**config.mk**
```make
export PLATFORM = sky130hd
export DESIGN_NAME = dmem_arbiter
export DESIGN_NICKNAME = d
export VERILOG_FILES = /design/src/rtl/dmem_arb_pkg.sv /design/src/rtl/arb_rr2.sv /design/src/rtl/dmem_arbiter.sv
export SDC_FILE = /design/constraint.sdc
export NUM_CORES = 1
export LEC_CHECK = 0
export CAP_MARGIN = 20
export CORE_MARGIN = 3
export CORE_UTILIZATION = 42
export CTS_BUF_LIST = sky130_fd_sc_hd__clkbuf_8
export DETAILED_ROUTE_END_ITERATION = 16
export GPL_ROUTABILITY_DRIVEN = 0
export GPL_TIMING_DRIVEN = 0
export PLACE_DENSITY = 0.84
export SKIP_CTS_REPAIR_TIMING = 1
export SYNTH_ARGS = -nofsm -noshare
export SYNTH_HDL_FRONTEND = slang
export SYNTH_SLANG_ARGS = --single-unit
```
**constraint.sdc**
```tcl
create_clock -name clk -period 4.9 [get_ports clk]
set_input_delay 0.49 -clock clk [delete_from_list [all_inputs] [get_ports clk]]
set_output_delay 0.49 -clock clk [all_outputs]
set_load 0.01 [all_outputs]
```
**src/rtl/dmem_arb_pkg.sv**
```systemverilog
// Shared types and default sizing for the data-memory arbiter.
// Used by dmem_arbiter and its round-robin picker.
package dmem_arb_pkg;

    localparam int DEF_AW             = 32;
    localparam int DEF_DW             = 32;
    localparam int DEF_TIMEOUT_CYCLES = 16;

    typedef enum logic [1:0] {
        IDLE = 2'd0,
        BUSY = 2'd1,
        RESP = 2'd2
    } arb_state_e;

endpackage

```
**src/rtl/arb_rr2.sv**
```systemverilog
// Two-way round-robin picker: a sole requester wins, a tie goes to the
// port that did not win last time.
module arb_rr2 (
    input  logic req0,
    input  logic req1,
    input  logic last_gnt,
    output logic winner
);

    // Winner selection; the result is only meaningful when a request is up
    always_comb begin
        winner = 1'b0;
        if (req0 && req1) begin
            winner = ~last_gnt;
        end else if (req1) begin
            winner = 1'b1;
        end else begin
            winner = 1'b0;
        end
    end

endmodule

```
**src/rtl/dmem_arbiter.sv**
```systemverilog
// Two-port data-memory arbiter (core port 0, loader/debug port 1) with an
// IDLE->BUSY->RESP handshake. Define DMEM_ARB_TIMEOUT_EN to add the BUSY watchdog.
module dmem_arbiter
    import dmem_arb_pkg::*;
#(
    parameter int AW             = DEF_AW,
    parameter int DW             = DEF_DW,
    parameter int TIMEOUT_CYCLES = DEF_TIMEOUT_CYCLES
) (
    input  logic          clk,
    input  logic          reset,
    input  logic          req0,
    input  logic          we0,
    input  logic [AW-1:0] adr0,
    input  logic [DW-1:0] wdata0,
    output logic [DW-1:0] rdata0,
    output logic          done0,
    output logic          stall0,
    input  logic          req1,
    input  logic          we1,
    input  logic [AW-1:0] adr1,
    input  logic [DW-1:0] wdata1,
    output logic [DW-1:0] rdata1,
    output logic          done1,
    output logic          mem_req,
    output logic          mem_we,
    output logic [AW-1:0] mem_adr,
    output logic [DW-1:0] mem_wdata,
    input  logic [DW-1:0] mem_rdata,
    input  logic          mem_ack,
    output logic          err
);

    arb_state_e    state_r;
    arb_state_e    state_next_s;
    logic          last_gnt_r;
    logic          gnt_id_r;
    logic          winner_s;
    logic          any_req_s;
    logic          timeout_s;
    logic          mem_req_r;
    logic          mem_we_r;
    logic [AW-1:0] mem_adr_r;
    logic [DW-1:0] mem_wdata_r;
    logic [DW-1:0] rdata0_r;
    logic [DW-1:0] rdata1_r;
    logic          done0_r;
    logic          done1_r;

    assign any_req_s = req0 | req1;

    arb_rr2 u_rr (
        .req0     (req0),
        .req1     (req1),
        .last_gnt (last_gnt_r),
        .winner   (winner_s)
    );

`ifdef DMEM_ARB_TIMEOUT_EN
    localparam int CW = $clog2(TIMEOUT_CYCLES + 1);

    logic [CW-1:0] wd_cnt_r;
    logic          err_r;

    // Watchdog: zero outside BUSY, counts BUSY cycles that see no ack
    always_ff @(posedge clk or posedge reset) begin
        if (reset) begin
            wd_cnt_r <= '0;
        end else if (state_r != BUSY) begin
            wd_cnt_r <= '0;
        end else if (!mem_ack) begin
            wd_cnt_r <= wd_cnt_r + 1'b1;
        end else begin
            wd_cnt_r <= wd_cnt_r;
        end
    end

    // An ack arriving in the limit cycle takes precedence over the abort
    assign timeout_s = (state_r == BUSY) && !mem_ack &&
                       (wd_cnt_r == CW'(TIMEOUT_CYCLES - 1));

    // Abort pulse, aligned with the done pulse of the aborted access
    always_ff @(posedge clk or posedge reset) begin
        if (reset) begin
            err_r <= 1'b0;
        end else begin
            err_r <= timeout_s;
        end
    end

    assign err = err_r;
`else
    assign timeout_s = 1'b0;

    // No watchdog state; err stays low whatever limit the parameter carries
    if (TIMEOUT_CYCLES > 0) begin : g_err_tie
        assign err = 1'b0;
    end else begin : g_err_tie_nolimit
        assign err = 1'b0;
    end
`endif

    // State register
    always_ff @(posedge clk or posedge reset) begin
        if (reset) begin
            state_r <= IDLE;
        end else begin
            state_r <= state_next_s;
        end
    end

    // Next-state logic; RESP always returns to IDLE so requests are ignored there
    always_comb begin
        state_next_s = state_r;
        case (state_r)
            IDLE: begin
                if (any_req_s) begin
                    state_next_s = BUSY;
                end else begin
                    state_next_s = IDLE;
                end
            end
            BUSY: begin
                if (mem_ack || timeout_s) begin
                    state_next_s = RESP;
                end else begin
                    state_next_s = BUSY;
                end
            end
            RESP:    state_next_s = IDLE;
            default: state_next_s = IDLE;
        endcase
    end

    // Grant latch, memory-side request and per-port response registers
    always_ff @(posedge clk or posedge reset) begin
        if (reset) begin
            last_gnt_r  <= 1'b1;
            gnt_id_r    <= 1'b0;
            mem_req_r   <= 1'b0;
            mem_we_r    <= 1'b0;
            mem_adr_r   <= '0;
            mem_wdata_r <= '0;
            rdata0_r    <= '0;
            rdata1_r    <= '0;
            done0_r     <= 1'b0;
            done1_r     <= 1'b0;
        end else begin
            done0_r <= 1'b0;
            done1_r <= 1'b0;
            case (state_r)
                IDLE: begin
                    if (any_req_s) begin
                        gnt_id_r    <= winner_s;
                        last_gnt_r  <= winner_s;
                        mem_req_r   <= 1'b1;
                        mem_we_r    <= winner_s ? we1 : we0;
                        mem_adr_r   <= winner_s ? adr1 : adr0;
                        mem_wdata_r <= winner_s ? wdata1 : wdata0;
                    end
                end
                BUSY: begin
                    if (mem_ack) begin
                        mem_req_r <= 1'b0;
                        mem_we_r  <= 1'b0;
                        // Read data is captured on writes as well
                        if (gnt_id_r) begin
                            rdata1_r <= mem_rdata;
                            done1_r  <= 1'b1;
                        end else begin
                            rdata0_r <= mem_rdata;
                            done0_r  <= 1'b1;
                        end
                    end else if (timeout_s) begin
                        mem_req_r <= 1'b0;
                        mem_we_r  <= 1'b0;
                        if (gnt_id_r) begin
                            done1_r <= 1'b1;
                        end else begin
                            done0_r <= 1'b1;
                        end
                    end
                end
                RESP: begin
                    mem_req_r <= 1'b0;
                end
                default: begin
                    mem_req_r <= 1'b0;
                    mem_we_r  <= 1'b0;
                end
            endcase
        end
    end

    assign mem_req   = mem_req_r;
    assign mem_we    = mem_we_r;
    assign mem_adr   = mem_adr_r;
    assign mem_wdata = mem_wdata_r;
    assign rdata0    = rdata0_r;
    assign rdata1    = rdata1_r;
    assign done0     = done0_r;
    assign done1     = done1_r;
    assign stall0    = req0 & ~done0_r;

endmodule

```
Word level (Yosys, flattened, before mapping)
Index checks and enable logic that the tools add are counted.
{"block": "totals", "reg_bits": 136, "in_bits": 167, "output_inout_bits": 134, "word_cells": 47}
{"block": "classes", "muxes": 19, "n_eq_ne": 4, "n_reduce_logical": 7, "n_bitwise": 6}
{"cell": "two-way mux 32 bit", "count": 2}
{"cell": "two-way mux 1 bit", "count": 13}
{"cell": "AND reduction 3 bit", "count": 3}
{"cell": "!= test 2 bit, second input constant", "count": 2}
{"cell": "NOT 1 bit", "count": 4}
{"cell": "case mux 2 bit (2 select lines)", "count": 1}
{"cell": "AND reduction 2 bit", "count": 2}
{"cell": "case mux 1 bit (3 select lines)", "count": 1}
{"cell": "equality test 2 x 1 -> 1 bit, second input constant", "count": 1}
{"cell": "equality test 2 bit, second input constant", "count": 1}
{"cell": "logical NOT 2 bit", "count": 1}
{"cell": "two-way mux 2 bit", "count": 1}
{"cell": "case mux 1 bit (2 select lines)", "count": 1}
{"cell": "bitwise AND 1 bit", "count": 1}
{"cell": "logical AND 1 bit", "count": 1}
{"cell": "bitwise OR 1 bit", "count": 1}

Logic depth before layout (Yosys ltp)
{"block": "depth", "word_depth": 5, "ltp_mapped": 5, "depth_no_buf": 3}

Cells and area by module
From an unflattened synthesis, not the netlist that was laid out.
{"block": "unflattened", "cells_unflattened": 372, "hier_area_um2": 6024.5}
{"mod": "dmem_arbiter", "seq_area_each_um2": 3404.5, "cells_per_inst": 371, "instances": 1, "area_each_um2": 6013.3}
{"mod": "arb_rr2", "seq_area_each_um2": 0.0, "cells_per_inst": 1, "instances": 1, "area_each_um2": 11.3}

Least setup slack after synthesis
Ideal clock, no wire load.
{"block": "synth_timing", "path_type": "input to register", "startpoint": "in req1", "endpoint": "reg mem_wdata_r[10], in the netlist mem_wdata[10]", "setup_time_ns": 0.125, "t_required_ns": 4.775, "n_path_buf": 2, "arrival_ns": 1.534, "path_slack_ns": 3.242, "stages": 5, "path_cell_list": "a21boi_2 -> buf_6 -> buf_6 -> mux2_1 -> mux2_2"}
{"block": "synth_via", "elab_chain_cells": 3, "word_cells_on_any_way": 6, "cone_classes": "mux: 3; bitwise: 1; reduce/logical: 2"}
{"item": "start, declared", "line": "dmem_arbiter.sv:19", "text": "input logic req1,"}
{"item": "two-way mux 1 bit / logical AND 1 bit (equally long branches)", "line": "arb_rr2.sv:15, arb_rr2.sv:13"}
{"item": "two-way mux 1 bit", "line": "arb_rr2.sv:13", "text": "if (req0 && req1) begin"}
{"item": "two-way mux 32 bit", "line": "dmem_arbiter.sv:159", "text": "mem_wdata_r <= winner_s ? wdata1 : wdata0;"}
{"item": "end signal, assigned", "line": "dmem_arbiter.sv:159"}
{"item": "end, declared", "line": "dmem_arbiter.sv:44", "text": "logic [DW-1:0] mem_wdata_r;"}
Parallel ways exist; a longest one is shown, timed or not.
A chain may end at the register's enable or synchronous reset.

Worst setup path in the final report
{"block": "layout_timing", "startpoint": "in req0", "endpoint": "out stall0"}
{"block": "layout_via", "elab_chain_cells": 1}
{"item": "start, declared", "line": "dmem_arbiter.sv:12", "text": "input logic req0,"}
{"item": "bitwise AND 1 bit", "line": "dmem_arbiter.sv:203", "text": "assign stall0 = req0 & ~done0_r;"}
{"item": "end, declared", "line": "dmem_arbiter.sv:18", "text": "output logic stall0,"}
No other way between the ends.

==> impl_metrics.json <==
{
  "period_needed_ns": 2.284,
  "synth.area.top_cells": "dfrtp_1 56%, mux2_2 26%, mux2_4 7.3%",
  "powerDensity_nw_per_um2": 604.9,
  "max_slew_margin_pct": 63.66,
  "slew_viol_final": 0,
  "rsz0062_at_grt": "false",
  "dpl.hpwl_mm": 12.44,
  "hold_class": "in2async",
  "start_kind": "input pin",
  "syn_inst": 371,
  "fin_crit_sh_pct": 46.62,
  "coreArea_sq_um": 13930,
  "die_area_sq_um": 15730,
  "yosys.area.top_type_share_pct": 56.39,
  "stdcell_area_sq_um": 9689,
  "grt_pass1_wl_mm": 25.80,
  "cts_tree": "yes",
  "antenna_left": 0,
  "intPower_uw": 4112,
  "grt_overflow": 0,
  "vias": 4278,
  "netlist_area_sq_um": 5991,
  "fp-row-count": 43,
  "setup_tns_ns": 0,
  "p_sw_share_pct": 29.84,
  "synth.yosys.seq_area_share_pct": 56.83,
  "path_max_fanout": 4,
  "n_fill_cell": 949,
  "drtIter0Drc": 120,
  "final-hold-violation-count": 0,
  "status": "finished clean",
  "vias_per_cell": 4.845,
  "synthesis.nets": 538,
  "cts_inserted_buffers": 17,
  "max_freq_mhz": 437.8,
  "antenna_found_initial": 0,
  "finalWirelength_mm": 16.05,
  "leakagePower_uw": 0.004045,
  "ys_ff_latch": 136,
  "p_switching_uw": 1749,
  "multi_input_area_sq_um": 2406,
  "grt_pass1_vias": 4925,
  "grt_max_degree": 80,
  "die_w_um": 125.4,
  "clock-skew-final_ns": 0.007853,
  "ys_types": 21,
  "grt_util_all_layers_pct": 20.79,
  "area_delta_synth_final_pct": 61.74,
  "worstMarginPinSlew_ns": 0.5451,
  "ir_worst_vdd_v": 0.0003609,
  "portBuffers": 299,
  "die_y_um": 125.4,
  "maxCapViolations": 0,
  "drtPass1Iterations": 4,
  "cp.arrival_ns": 1.79,
  "startpoint": "req0",
  "p_seq_share_pct": 34.2,
  "clock-root-buffer": "clkbuf_8",
  "fin_nets": 857,
  "p_clk_share_pct": 17.4,
  "required_ns": 4.41,
  "worstSetupEndpointType": "primary output",
  "setup_violations": 0,
  "cts_buffer_depth": 2,
  "start_util_pct": 42.99,
  "dpl_cell_area_sq_um": 9241,
  "diodes": 0,
  "wl_per_cell_um": 18.17,
  "drive_gt1_share_pct": 32.15,
  "yosys_warnings": 0,
  "cts_max_level": 4,
  "yosys.area.top_type": "dfrtp_1",
  "combPwrFrac_pct": 48.4,
  "clkTransAtPathRegs_ns": 0.08,
  "post_synth.cell_area_avg_sq_um": 16.15,
  "cts_sinks": 136,
  "crit-reg2reg-launch": "state_r[0]",
  "drc": 0,
  "clk_latency_ns": 0.44,
  "io_pins": 301,
  "critPathKind": "in2out",
  "ff_latch_area_sq_um": 3405
}
-- sequential cells by signal, summed over array words and instances, names as in the netlist --
signal / count
done0: 1
done1: 1
gnt_id_r: 1
last_gnt_r: 1
mem_adr: 32
mem_req: 1
mem_wdata: 32
mem_we: 1
rdata0: 32
rdata1: 32
state_r: 2
-- layout make-up --
| class | count | area share (%) |
|---|---|---|
| Sequential cell | 136 | 35.14 |
| Timing Repair Buffer | 300 | 31.17 |
| Multi-Input combinational cell | 211 | 24.83 |
| Clock buffer | 20 | 2.841 |
| Tap cell | 180 | 2.324 |
| Clock inverter | 12 | 1.782 |
| Buffer | 22 | 1.782 |
| Inverter | 2 | 0.1291 |
-- cells in the final DEF (no fill, tap or decap), drive strengths merged, types with 2 or more instances in the layout --
cell type and instances:
clkdlybuf4s50 299, nand2 3, nor2b 2, bufinv 4, o22ai 2, mux2 195
clkbuf 20, buf 23, inv 4, dfrtp 135, clkinv 5
-- metrics by stage --
stage / hold slack, ns / worst slack, ns / utilization, % / total power [uW] / instances
after floorplan: 0.4584 / 0.7722 / - / 3328 / 371
after global placement: 0.4767 / -0.9594 / 66.09 / 4801 / 850
after detailed placement: 0.4920 / 2.404 / 66.32 / 4892 / 851
after CTS: 0.4875 / 2.621 / 69.53 / 5946 / 883
after global routing: 0.5075 / 2.574 / 69.53 / 6196 / 883
final: 0.4859 / 2.616 / 69.53 / 5861 / 883
-- Yosys cell counts --
cell	count
a21boi_2	1
a21oi_1	1
a22o_1	1
and3b_1	1
buf_2	9
buf_4	5
buf_6	8
conb_1	1
dfrtp_1	135
dfstp_2	1
inv_1	2
mux2_1	27
mux2_2	139
mux2_4	29
nand2_1	3
nand2b_1	1
nor2_1	1
nor2b_1	2
o21ba_2	1
o21bai_1	1
o22ai_1	2
-- worst paths after layout --
kind	to	slack (ns)	cells after the start
setup / recovery	stall0	2.62	3
hold / removal	mem_wdata[6]	0.49	2
setup reg to reg	mem_wdata[2]	3.06	5
hold reg to reg	mem_wdata[18]	0.50	1
max in group asynchronous	rdata0[23]	3.67	3
min in group clk	mem_wdata[18]	0.50	1
-- power by group through the flow --
stage | combinational, uW | clock [uW] | sequential, uW
2_1_floorplan | 1070 | 0 | 2260
3_3_place_gp | 2810 | 0 | 1990
3_5_place_dp | 2870 | 0 | 2020
4_1_cts | 2890 | 1050 | 2010
5_1_grt | 3020 | 1100 | 2080
6_report | 2840 | 1020 | 2000
-- cells by family after synthesis --
kind of cell	Yosys count	synth area share, %
and+or+nand+nor	8	0.7101
DFF	136	56.83
muxes	195	38.47
buffers and inverters	24	3.008
AOI/OAI and AO/OA	7	0.9189
other	1	0.06260
-- worst max-delay path, stage by stage --
cell and delay (ns):
clkdlybuf4s50_1 0.58, nor2b_1 0.17, clkdlybuf4s50_1 0.55
-- per-layer routing --
metal  global-route usage [%]  wire length (um)  vias up
met3                    9.184              1663       17
met4                    7.079               253        0
met1                    22.40              5914     2111
li1                         -                 -     1960
met2                    36.41              8217      190
met5                        0                 0        -
(Power assumes the default switching activity.)
